[src/rtl/switch_debounce_onehot.sv]
// rtl/switch_debounce_onehot.sv - synchronise, debounce and one-hot qualify four raw switch inputs
// Optional build macro: SWITCH_DEBOUNCE_CLEAR_ON_RELEASE_EN (clear onehot when the held switch is released)
module switch_debounce_onehot #(
    parameter int DEBOUNCE_CYCLES = 16,
    parameter int CNT_W           = 5
) (
    input  logic       clk,
    input  logic       rst_n,
    input  logic [3:0] sw_raw,
    output logic [3:0] onehot,
    output logic       valid,
    output logic       multi_err
);

    localparam logic [CNT_W-1:0] CNT_LAST = CNT_W'(DEBOUNCE_CYCLES - 1);

    typedef enum logic [1:0] {
        IDLE    = 2'd0,
        HELD    = 2'd1,
        LOCKOUT = 2'd2
    } state_t;

    logic [3:0]       sync1;
    logic [3:0]       sync2;
    logic [3:0]       stable;
    logic [CNT_W-1:0] cnt [4];
    state_t           state;
    logic             stable_single;

    always_ff @(posedge clk or negedge rst_n) begin
        if (!rst_n) begin
            sync1 <= 4'b0000;
            sync2 <= 4'b0000;
        end else begin
            sync1 <= sw_raw;
            sync2 <= sync1;
        end
    end

    // Any cycle where the synchronised bit agrees with stable restarts its count.
    always_ff @(posedge clk or negedge rst_n) begin
        if (!rst_n) begin
            stable <= 4'b0000;
            for (int i = 0; i < 4; i++) begin
                cnt[i] <= '0;
            end
        end else begin
            for (int i = 0; i < 4; i++) begin
                if (sync2[i] != stable[i]) begin
                    if (cnt[i] == CNT_LAST) begin
                        stable[i] <= sync2[i];
                        cnt[i]    <= '0;
                    end else begin
                        cnt[i] <= cnt[i] + 1'b1;
                    end
                end else begin
                    cnt[i] <= '0;
                end
            end
        end
    end

    assign stable_single = (stable != 4'b0000) && ((stable & (stable - 4'd1)) == 4'b0000);

    always_ff @(posedge clk or negedge rst_n) begin
        if (!rst_n) begin
            state     <= IDLE;
            onehot    <= 4'b0000;
            valid     <= 1'b0;
            multi_err <= 1'b0;
        end else begin
            valid     <= 1'b0;
            multi_err <= 1'b0;
            case (state)
                IDLE: begin
                    if (stable_single) begin
                        onehot <= stable;
                        valid  <= 1'b1;
                        state  <= HELD;
                    end else if (stable != 4'b0000) begin
                        multi_err <= 1'b1;
                        state     <= LOCKOUT;
                    end
                end
                HELD: begin
                    if (stable == onehot) begin
                        state <= HELD;
                    end else if (stable == 4'b0000) begin
`ifdef SWITCH_DEBOUNCE_CLEAR_ON_RELEASE_EN
                        onehot <= 4'b0000;
`endif
                        state <= IDLE;
                    end else if (stable_single && ((stable & onehot) == 4'b0000)) begin
                        // Same-cycle release of the old switch and press of a new one.
                        onehot <= stable;
                        valid  <= 1'b1;
                    end else begin
                        multi_err <= 1'b1;
                        state     <= LOCKOUT;
                    end
                end
                LOCKOUT: begin
                    if (stable == 4'b0000) begin
                        state <= IDLE;
                    end
                end
                default: state <= IDLE;
            endcase
        end
    end

endmodule

[config.mk]
export PLATFORM = sky130hd
export DESIGN_NAME = switch_debounce_onehot
export DESIGN_NICKNAME = d
export VERILOG_FILES = /design/src/rtl/switch_debounce_onehot.sv
export SDC_FILE = /design/constraint.sdc
export NUM_CORES = 1
export LEC_CHECK = 0
export ABC_AREA = 1
export CAP_MARGIN = 20
export CORE_UTILIZATION = 60
export CTS_CLUSTER_SIZE = 20
export DETAILED_ROUTE_END_ITERATION = 6
export GPL_ROUTABILITY_DRIVEN = 0
export GPL_TIMING_DRIVEN = 0
export PLACE_DENSITY = 0.81
export SYNTH_ARGS = -nofsm -noshare
export SYNTH_HDL_FRONTEND = slang
export SYNTH_SLANG_ARGS = --single-unit
export TNS_END_PERCENT = 5
[constraint.sdc]
create_clock -name clk -period 2.45 [get_ports clk]
set_clock_uncertainty 0.05 [all_clocks]
set_input_delay 0.49 -clock clk [delete_from_list [all_inputs] [get_ports clk]]
set_output_delay 0.49 -clock clk [all_outputs]
set_load 0.05 [all_outputs]
==> impl_metrics.tcl <==
set metrics [dict create \
    crit_family "buffers and inverters" \
    clkTransAtPathRegs_ns 0.12 \
    drive_above_1_share_pct 9.34 \
    final_nets 195 \
    grt.total_usage_pct 21.0 \
    synth_cell_types 19 \
    yosys_register_bits 40 \
    ys.flop_type "dfrtp_1" \
    slew_headroom_pct 44.9 \
    p_int_uw 921 \
    status "completed" \
    crit_arrival_ns 1.56 \
    max_freq_mhz 477 \
    power.switching_uw 271 \
    antenna_found_initial 0 \
    endpoint "onehot[2]" \
    p_leak_nw 0.978 \
    power.density_nw_per_um2 630 \
    switching_share_pct 22.7 \
    dr.first_iter.drc_count 15 \
    final-hold-violation-count 0 \
    yosysWarnings 0 \
    port_buffers 11 \
    placed_cells 204 \
    core-area_um2 2540 \
    regToRegStartpoint "stable[1]$_DFFE_PN0P_" \
    syn-num-nets 177 \
    required_ns 1.91 \
    hold_buffers 0 \
    hold_slack_ns 0.175 \
    grt_pass1_wl_mm 4.17 \
    cap_violations 0 \
    wl_mm 2.57 \
    period_needed_ns 2.10 \
    avgSynthCellArea_um2 10.2 \
    dr.pass1.iters 4 \
    hold_path_class "primary input to async pin" \
    clockRootBuffer "clkbuf_4" \
    rrSetupSlack_ns 0.89 \
    drcViolationCount 0 \
    crit_path_max_incr_delay_ns 0.81 \
    finalSetupViolations 0 \
    timing.final.crit_share_pct 85.6 \
    pin_count 12 \
    rows 18 \
    rsz0062_at_grt "no" \
    vias 1141 \
    worst-path-max-fanout 3 \
    cts.sinks 40 \
    grt_max_degree 41 \
    gr-total-overflow 0 \
    reg2regPathDepth 7 \
    start_util_pct 65.5 \
    fin_util_pct 74.3 \
    route.antenna.remaining_nets 0 \
    grt_pass1_vias 1080 \
    die_w_um 54.7 \
    synthCells 163 \
    dieArea_um2 2990 \
    h-tree-depth 2 \
    end_kind "output port" \
    synthArstFlopShare_pct 100 \
    r2r-end "onehot[2]$_DFFE_PN0P_" \
    worst_pin_slew_ns 0.827 \
    cts_max_path_buffers 2 \
    clk-insertion-delay-late_ns 0.35 \
    crit_buf_inv 1 \
    tritoncts "built" \
    vdd_ir_drop_max_mv 0.529 \
    maxSlewViolCount 0 \
    chipHeight_um 54.7 \
    cts_setup_buffers 0 \
    area.growth.synth_to_final_pct 13.4 \
    design_area_um2 1890 \
    ys_top_cells_by_count "40 x dfrtp_1, 37 x nand2_1, 20 x nor2_1" \
    mappedNetlistArea_um2 1670 \
    instances_no_fill 212 \
    place_hpwl_mm 1.89 \
    critPathLaunch "onehot[2]$_DFFE_PN0P_" \
    avgViaCountPerCell 5.38 \
    cp_cell_sequence "clkdlybuf4s50_1" \
    seqPwrFrac_pct 58.8 \
    place_area_um2 1810 \
    worstSetupPathType "flip-flop to output port" \
    startpoint_type "flip-flop" \
    clockPowerShare_pct 36.1 \
    cp_slowest_cell "clkdlybuf4s50_1" \
    yosysTopAreaCell "dfrtp_1" \
    synth.most_common_cell "dfrtp_1" \
    synth.top_cells.by_area "dfrtp_1 60%, nand2_1 8.3%, ha_1 6.0%" \
    wl_per_cell_um 12.1 \
    path_depth 1 \
    cts_resized 0 \
    synth_top_area_share_pct 60.0 \
    cts_buffers 5 \
    comb_power_share_pct 5.1 \
    synth_edf_count 0 \
    antennaDiodeCount 0 \
    synth_seq_area_share_pct 60.0 \
]
## cell usage in the layout, fill, tap and decap left out, types with 5 or more instances in the layout
master	netlist	layout
clkbuf_4	0	5
clkdlybuf4s50_1	0	10
dfrtp_1	40	40
ha_1	8	8
inv_1	9	9
nand2_1	37	37
nand3_1	16	16
nor2_1	20	20
## power by group through the flow
stage                     Sequential [mW]  Combinational [mW]  Clock (mW)
after floorplan                     0.710              0.0347           0
after global placement              0.711              0.0591           0
after detailed placement            0.713              0.0622           0
after CTS                           0.701              0.0624       0.434
after global routing                0.704              0.0714       0.457
final                               0.701              0.0605       0.430
## state kept, by name, summed over array words and instances (netlist names)
| name | cells |
|---|---|
| cnt | 20 |
| multi_err | 1 |
| onehot | 4 |
| stable | 4 |
| state | 2 |
| sync1 | 4 |
| sync2 | 4 |
| valid | 1 |
## stage by stage
| stage | total power [mW] | setup WS, ns | TNS [ns] |
|---|---|---|---|
| finish | 1.19 | 0.354 | 0 |
| global route | 1.23 | 0.267 | 0 |
| CTS | 1.20 | 0.337 | 0 |
| detailed placement | 0.776 | 0.735 | 0 |
| global placement | 0.770 | -0.00749 | -0.249 |
| floorplan | 0.744 | 0.841 | 0 |
## routing by layer
layer	global-route usage [%]	share of wire, %	vias up	wire [um]
met5	0	0	-	0
met3	10.3	4.5	4	115
met4	8.55	0.90	0	23
met1	22.6	46	547	1180
met2	34.9	49	24	1250
li1	-	-	566	-
## worst min path at each step
stage                       startpoint              endpoint  slack (ns)  depth (start not counted)
CTS                              rst_n    sync2[0]$_DFF_PN0_        0.20                          1
floorplan                        rst_n      cnt[0]$_DFF_PN0_        0.14                          0
global placement    sync1[2]$_DFF_PN0_    sync2[2]$_DFF_PN0_        0.28                          0
detailed placement  sync1[0]$_DFF_PN0_    sync2[0]$_DFF_PN0_        0.29                          0
finish                           rst_n  state[1]$_DFFE_PN0P_        0.17                          1
global route                     rst_n    sync2[0]$_DFF_PN0_        0.23                          1
## logic make-up after synthesis
family,Yosys count,synth area share (%)
simple gates,88,24.6
flops,40,60.0
buf+inv,10,2.25
compound gates,9,2.93
xor+xnor,8,4.20
fa+ha+maj,8,6.00
## cell type report
class	count	area, um^2
Sequential cell	40	1000
Fill cell	185	654
Multi-Input combinational cell	113	629
Timing Repair Buffer	11	105
Clock inverter	3	42.5
Clock buffer	5	37.5
Inverter	10	37.5
Tap cell	30	37.5
Note: power is estimated with default switching activity, not from simulation.
